### src/rtl/fact_pkg.sv
// Shared constants and state encoding for the iterative factorial engine.
package fact_pkg;

  localparam int FACT_MAX_N = 12;
  localparam int FACT_RES_W = 32;
  localparam int FACT_N_W   = 4;

  typedef enum logic [1:0] {
    IDLE = 2'd0,
    MUL  = 2'd1,
    DONE = 2'd2,
    ERR  = 2'd3
  } fact_state_e;

endpackage

### src/rtl/fact_core_seq_if.sv
// Handshake/status bundle between the MMIO register block and the factorial core.
// The register side (master) drives go/in; the core (slave) drives the status and result.
interface fact_core_seq_if;
  import fact_pkg::*;

  logic                  go;
  logic [FACT_N_W-1:0]   in;
  logic                  busy;
  logic                  done;
  logic                  error;
  logic [1:0]            cs;
  logic [FACT_RES_W-1:0] result;

  modport master (
    output go,
    output in,
    input  busy,
    input  done,
    input  error,
    input  cs,
    input  result
  );

  modport slave (
    input  go,
    input  in,
    output busy,
    output done,
    output error,
    output cs,
    output result
  );

endinterface

### src/rtl/fact_shift_mul.sv
// Shift-add multiplier used by fact_core_seq when FACT_SHIFT_MUL_EN is defined.
// Takes exactly NW cycles from start to ack: the start cycle handles bit 0 of b,
// each following cycle one more bit, and p carries the full product in the ack cycle.
module fact_shift_mul
  import fact_pkg::*;
#(
  parameter int RW = FACT_RES_W,
  parameter int NW = FACT_N_W
) (
  input  logic          clk,
  input  logic          rst,
  input  logic          start,
  input  logic [RW-1:0] a,
  input  logic [NW-1:0] b,
  output logic          busy,
  output logic          ack,
  output logic [RW-1:0] p
);

  localparam int IW = (NW > 1) ? $clog2(NW) : 1;

  logic          busy_q, busy_d;
  logic [RW-1:0] a_q, a_d;
  logic [NW-1:0] b_q, b_d;
  logic [RW-1:0] acc_q, acc_d;
  logic [IW-1:0] idx_q, idx_d;

  logic          active;
  logic          last;
  logic [RW-1:0] a_cur;
  logic [NW-1:0] b_cur;
  logic [RW-1:0] acc_cur;
  logic [IW-1:0] idx_cur;
  logic [RW-1:0] partial;
  logic [RW-1:0] sum;

  // Operand/accumulator registers, cleared immediately on reset so an abort leaves nothing in flight
  always_ff @(posedge clk or negedge rst) begin
    if (!rst) begin
      busy_q <= 1'b0;
      a_q    <= '0;
      b_q    <= '0;
      acc_q  <= '0;
      idx_q  <= '0;
    end else begin
      busy_q <= busy_d;
      a_q    <= a_d;
      b_q    <= b_d;
      acc_q  <= acc_d;
      idx_q  <= idx_d;
    end
  end

  // One partial product per cycle; operands come straight from the ports in the start cycle
  always_comb begin
    busy_d  = busy_q;
    a_d     = a_q;
    b_d     = b_q;
    acc_d   = acc_q;
    idx_d   = idx_q;

    active  = busy_q | start;
    a_cur   = busy_q ? a_q   : a;
    b_cur   = busy_q ? b_q   : b;
    acc_cur = busy_q ? acc_q : '0;
    idx_cur = busy_q ? idx_q : '0;

    partial = b_cur[idx_cur] ? (a_cur << idx_cur) : '0;
    sum     = acc_cur + partial;
    last    = (idx_cur == IW'(NW - 1));

    ack     = active & last;
    p       = sum;

    if (active && !last) begin
      busy_d = 1'b1;
      a_d    = a_cur;
      b_d    = b_cur;
      acc_d  = sum;
      idx_d  = idx_cur + IW'(1);
    end else if (active && last) begin
      busy_d = 1'b0;
      idx_d  = '0;
    end
  end

  assign busy = busy_q;

endmodule

### src/rtl/fact_core_seq.sv
// Iterative factorial engine: computes n! for a 4-bit n after a one-cycle go pulse.
// Emits a one-cycle done pulse (result loaded) or a one-cycle error pulse (n > MAX_N).
// Optional macro FACT_SHIFT_MUL_EN: each multiply step runs on the NW-cycle shift-add
// multiplier instead of a single-cycle combinational multiply; results are identical.
module fact_core_seq
  import fact_pkg::*;
#(
  parameter int NW    = FACT_N_W,
  parameter int RW    = FACT_RES_W,
  parameter int MAX_N = FACT_MAX_N
) (
  input  logic         clk,
  input  logic         rst,
  fact_core_seq_if.slave bus
);

  fact_state_e   state_q, state_d;
  logic [NW-1:0] cnt_q, cnt_d;
  logic [RW-1:0] product_q, product_d;
  logic [RW-1:0] result_q, result_d;

`ifdef FACT_SHIFT_MUL_EN
  logic          mul_start;
  logic          mul_busy;
  logic          mul_ack;
  logic [RW-1:0] mul_p;

  fact_shift_mul #(
    .RW (RW),
    .NW (NW)
  ) u_mul (
    .clk   (clk),
    .rst   (rst),
    .start (mul_start),
    .a     (product_q),
    .b     (cnt_q),
    .busy  (mul_busy),
    .ack   (mul_ack),
    .p     (mul_p)
  );
`else
  logic [RW-1:0] cnt_ext;
  assign cnt_ext = RW'(cnt_q);
`endif

  // State, down-counter, running product and held result; reset aborts any operation at once
  always_ff @(posedge clk or negedge rst) begin
    if (!rst) begin
      state_q   <= IDLE;
      cnt_q     <= '0;
      product_q <= '0;
      result_q  <= '0;
    end else begin
      state_q   <= state_d;
      cnt_q     <= cnt_d;
      product_q <= product_d;
      result_q  <= result_d;
    end
  end

  // Next-state logic: accept go only in IDLE, multiply down to cnt<=1, then pulse done or error
  always_comb begin
    state_d   = state_q;
    cnt_d     = cnt_q;
    product_d = product_q;
    result_d  = result_q;
`ifdef FACT_SHIFT_MUL_EN
    mul_start = 1'b0;
`endif

    case (state_q)
      IDLE: begin
        if (bus.go) begin
          if (bus.in > NW'(MAX_N)) begin
            state_d = ERR;
          end else begin
            cnt_d     = bus.in;
            product_d = RW'(1);
            state_d   = MUL;
          end
        end
      end

      MUL: begin
        if (cnt_q <= NW'(1)) begin
          state_d = DONE;
        end else begin
`ifdef FACT_SHIFT_MUL_EN
          mul_start = !mul_busy;
          if (mul_ack) begin
            product_d = mul_p;
            cnt_d     = cnt_q - NW'(1);
          end
`else
          product_d = product_q * cnt_ext;
          cnt_d     = cnt_q - NW'(1);
`endif
        end
      end

      DONE: begin
        result_d = product_q;
        state_d  = IDLE;
      end

      ERR: begin
        state_d = IDLE;
      end

      default: begin
        state_d = IDLE;
      end
    endcase
  end

  assign bus.busy   = (state_q != IDLE);
  assign bus.done   = (state_q == DONE);
  assign bus.error  = (state_q == ERR);
  assign bus.cs     = state_q;
  assign bus.result = result_q;

endmodule

### src/flat_wrapper.sv
// flat-port wrapper written by rule: the top's interface ports become plain ports
module fact_core_seq_flat import fact_pkg::*;
#(
  parameter int NW    = FACT_N_W,
  parameter int RW    = FACT_RES_W,
  parameter int MAX_N = FACT_MAX_N
)
  (clk, rst, bus_go, bus_in, bus_busy, bus_done, bus_error, bus_cs, bus_result);
  fact_core_seq_if bus_i ();
  input  logic clk;
  input  logic rst;
  input wire logic [$bits(bus_i.go)-1:0] bus_go;
  input wire logic [$bits(bus_i.in)-1:0] bus_in;
  output wire logic [$bits(bus_i.busy)-1:0] bus_busy;
  output wire logic [$bits(bus_i.done)-1:0] bus_done;
  output wire logic [$bits(bus_i.error)-1:0] bus_error;
  output wire logic [$bits(bus_i.cs)-1:0] bus_cs;
  output wire logic [$bits(bus_i.result)-1:0] bus_result;
  assign bus_i.go = bus_go;
  assign bus_i.in = bus_in;
  assign bus_busy = bus_i.busy;
  assign bus_done = bus_i.done;
  assign bus_error = bus_i.error;
  assign bus_cs = bus_i.cs;
  assign bus_result = bus_i.result;
  fact_core_seq #(.NW(NW), .RW(RW), .MAX_N(MAX_N)) u_core (.clk(clk), .rst(rst), .bus(bus_i));
endmodule
### config.mk
export PLATFORM = sky130hd
export DESIGN_NAME = fact_core_seq_flat
export DESIGN_NICKNAME = d
export VERILOG_FILES = /design/src/rtl/fact_pkg.sv /design/src/rtl/fact_core_seq_if.sv /design/src/rtl/fact_shift_mul.sv /design/src/rtl/fact_core_seq.sv /design/src/flat_wrapper.sv
export SDC_FILE = /design/constraint.sdc
export NUM_CORES = 1
export LEC_CHECK = 0
export ABC_CLOCK_PERIOD_IN_PS = 3850
export CAP_MARGIN = 20
export CORE_MARGIN = 3
export CORE_UTILIZATION = 55
export DETAILED_ROUTE_END_ITERATION = 16
export PLACE_DENSITY = 0.83
export SLEW_MARGIN = 10
export SYNTH_ARGS = -nofsm -noshare
export SYNTH_HDL_FRONTEND = slang
export SYNTH_SLANG_ARGS = --single-unit
### constraint.sdc
create_clock -name clk -period 3.85 [get_ports clk]
set_input_delay 0.5775 -clock clk [delete_from_list [all_inputs] [get_ports clk]]
set_output_delay 0.5775 -clock clk [all_outputs]
set_load 0.05 [all_outputs]
==> key figures <==
Synthesis
  • Most common cell in the synthesized netlist: sky130_fd_sc_hd__inv_1
  • Cells after synthesis: 750
  • Area share of the leading cell type in the synthesized netlist: 0.267
  • Mean post-synth cell area: 8.75 um2
  • Post-synth top area cell: sky130_fd_sc_hd__dfrtp_1
  • Dominant combinational cell family by area after synthesis: adder cells
  • Synthesis Warnings: 0
  • Most instantiated cells after synthesis: sky130_fd_sc_hd__inv_1 (118), sky130_fd_sc_hd__and2_1 (89), sky130_fd_sc_hd__nand2_1 (88)
  • Synth cell types: 47
  • Dominant synthesized flop cell: sky130_fd_sc_hd__dfrtp_1
  • FF+latch count, synth: 70
  • Synthesized-area fraction occupied by ao, oa, aoi and oai cells: 0.120
  • Sequential share of the synthesized area: 0.267
  • Number of synthesized flops with an enable pin: 0
  • FFs w/ async S/R, synth: 1.00
  • Leading cell types by total area after synthesis: sky130_fd_sc_hd__dfrtp_1 (27%), sky130_fd_sc_hd__fa_1 (17%), sky130_fd_sc_hd__and2_1 (8.5%), sky130_fd_sc_hd__inv_1 (6.7%), sky130_fd_sc_hd__ha_1 (6.5%)
  • Post-synth net total: 848
  • Total standard cell area after synthesis: 6560 um2
  • Simple-gate share of the synthesized area: 0.192
  • Post-Synth XOR/XNOR Area: 0.0387
  • Post-Synth Adder-Cell Area: 0.239
  • Mux share of post-synthesis cell area: 0.0579

Global routing
  • Vias in the first global route: around 5,800
  • Total routing usage reported by global routing: 0.260
  • Largest net degree at the start of global routing: 47
  • Initial antenna violation count: 0
  • First-pass GRT wire length: 27.6 mm
  • Total grt overflow: 0

Timing
  • Final Hold Viols: 0
  • Final Critical Period: 3.86 ns
  • Ratio of final minimum period to clock period: 1.00
  • Max Freq: around 260 MHz
  • Least-Margin Pin Slew: 0.794 ns
  • Worst Slack Setup Final: -0.0126 ns
  • Setup clock skew after layout: 0.00791 ns
  • RSZ-0062 raised after global routing: yes
  • Setup TNS after final layout: -0.0126 ns
  • # setup viols final: 1
  • Tightest slew margin relative to the limit: 0.471
  • Number of pins with negative max-slew slack in the final report: 0

Worst setup path
  • Data required time at the worst endpoint: about 4.0 ns
  • Path type of the worst setup path: register to register
  • Critical path endpoint category: register
  • Cell breakdown of the critical path: buf_4, and2_1, fa_1, inv_1, fa_1, inv_1, ha_1, nand2_1, buf_4, o21ai_1, a221oi_2, o21ai_4, a21oi_2, xor2_1, o21ai_1
  • Element type at the critical path start: register
  • Delay of the slowest critical-path stage: 0.53 ns
  • Peak fanout along the critical path: 6
  • Arrival time of the worst setup path: 4.06 ns
  • Slowest cell on the critical path: sky130_fd_sc_hd__fa_1

Routing
  • Via-per-instance ratio: around 6
  • Residual DRC: 0
  • Drt total wl: approximately 18 mm
  • Via count of the routed design: 5,763
  • DRT antenna net count: 0
  • Length of the first detailed-routing pass in iterations: 5
  • Drt wl/cell: 18.4 um
  • Number of DRC markers in iteration 0: 450

Clock tree
  • Clock transition at the register clock pins on the worst setup and hold paths after CTS: roughly 0.060 ns
  • H-tree depth: 3
  • CTS root buffer: sky130_fd_sc_hd__clkbuf_16
  • Inserted Clock Buffers: 9
  • CTS hold repair buffers: 0
  • Clock tree from TritonCTS: built
  • Buffer depth of the longest clock path: 2
  • # clock sinks: 70
  • Insertion delay of the later-clocked pin in the worst-skew pair: 0.34 ns

Floorplan
  • Number of top-level pins: 44
  • CORE AREA: around 12,000 um2
  • Overall die height: 115 um
  • Width of the chip: 115 um
  • Starting utilization of the core area: 0.568
  • Total die area: roughly 13,000 um2
  • Number of standard-cell rows in the floorplan: 39

Final layout
  • Fraction of final layout cells sized beyond drive strength 1: 0.192
  • Fin util: 0.695
  • Number of nets in the layout: slightly above 900
  • Count of inserted antenna diode cells: 0
  • Layout overhead on the synthesized area: 22.5%

Worst hold path
  • Class of the tightest hold or removal check: input port to async pin

Power
  • Worst supply voltage drop on vdd: 0.000359 V
  • Power Dens Cells: 452 nW/um2
  • LEAKAGE: 3.78 nW

Placed design
  • IO Port Bufs: 43
  • Routability Congestion: 0.921
  • Half-perimeter wire length after placement: between 10 and 15 mm

Flow run
  • Max-cap viol count: 0

Status
  • Result of the run: complete, but fails checks
  • Failing checks: setup timing
[area by class of cell]
| class | count | area, um2 |
|---|---|---|
| Tap cell | 143 | 179 |
| Inverter | 118 | 443 |
| Timing Repair Buffer | 90 | 798 |
| Clock buffer | 12 | 256 |
| Sequential cell | 70 | 1750 |
| Clock inverter | 3 | 43.8 |
| Fill cell | 771 | 3530 |
| Multi-Input combinational cell | 530 | 4560 |
[metal layers]
metal  up-vias  part of all wire  track usage
met2       280              0.50        0.443
met3        59             0.070       0.0326
li1       2553                 -            -
met4         0             0.027        0.110
met5         -                 0            0
met1      2871              0.41        0.335
[power breakdown]
group | internal, W | total (W) | switching, W
sequential | 0.000853 | 0.000995 | 0.000141
combinational | 0.000629 | 0.00178 | 0.00115
clock | 0.000534 | 0.000861 | 0.000327
[per-stage QoR]
stage               power, W  hold slack, ns  setup WS [ns]  cell area [um2]  instances
floorplan            0.00204           0.282         0.0142             6570        750
global placement     0.00257           0.487        0.00774             7350        943
detailed placement   0.00264           0.491         -0.135             7350        943
CTS                  0.00352           0.337        -0.0390             7690        959
global route         0.00382           0.374         -0.113             8040        966
finish               0.00364           0.321        -0.0126             8040        966
[flip-flops by register name (all words and copies together) (netlist names)]
signal,flops
u_core.cnt_q,4
u_core.bus.cs,2
u_core.bus.result,32
u_core.product_q,32
[kinds of logic (layout without fill, tap and decap cells)]
group	count (synthesis)	after routing
XOR/XNOR	29	29
flip-flops	70	70
adder cells (fa/ha/maj)	91	91
multiplexers	34	34
buffers and inverters	150	223
AO/OA/AOI/OAI	127	127
AND/OR/NAND/NOR	249	249
[critical path: cells and delay by family (launching register included)]
family,cells,cell delay (ns)
buf+inv,4,0.43
compound gates,5,0.94
flops,1,0.45
xor+xnor,1,0.17
fa+ha+maj,3,1.41
simple gates,2,0.31
[placed cells by master (no fill, tap or decap), types with 19 or more instances in the layout]
master,count
sky130_fd_sc_hd__a21oi_1,20
sky130_fd_sc_hd__and2_1,87
sky130_fd_sc_hd__buf_4,44
sky130_fd_sc_hd__clkdlybuf4s50_1,42
sky130_fd_sc_hd__dfrtp_1,68
sky130_fd_sc_hd__fa_1,56
sky130_fd_sc_hd__ha_1,19
sky130_fd_sc_hd__inv_1,116
sky130_fd_sc_hd__mux2_2,32
sky130_fd_sc_hd__nand2_1,85
sky130_fd_sc_hd__nor2_1,21
sky130_fd_sc_hd__o21ai_1,23
[path summary, 6_finish.rpt]
kind | startpoint | to | slack (ns) | cells past startpoint
max | u_core.cnt_q[3] | u_core.product_q[25] | -0.01 | 15
min | rst | u_core.product_q[5] | 0.32 | 1
max reg2reg | u_core.cnt_q[3] | u_core.product_q[25] | -0.01 | 15
min reg2reg | u_core.bus.result[20] | u_core.bus.result[20] | 0.50 | 1
max in group asynchronous | rst | u_core.cnt_q[3] | 2.72 | 2
min in group clk | u_core.bus.result[20] | u_core.bus.result[20] | 0.50 | 1
[what timing repair did]
item	4_1_cts	5_1_grt
buffers inserted	1	6
pin swaps	2	25
setup endpoints to repair	8	15
gates resized for setup	9	64
cloned	0	1
No activity file was read; power rests on OpenSTA's default activity.
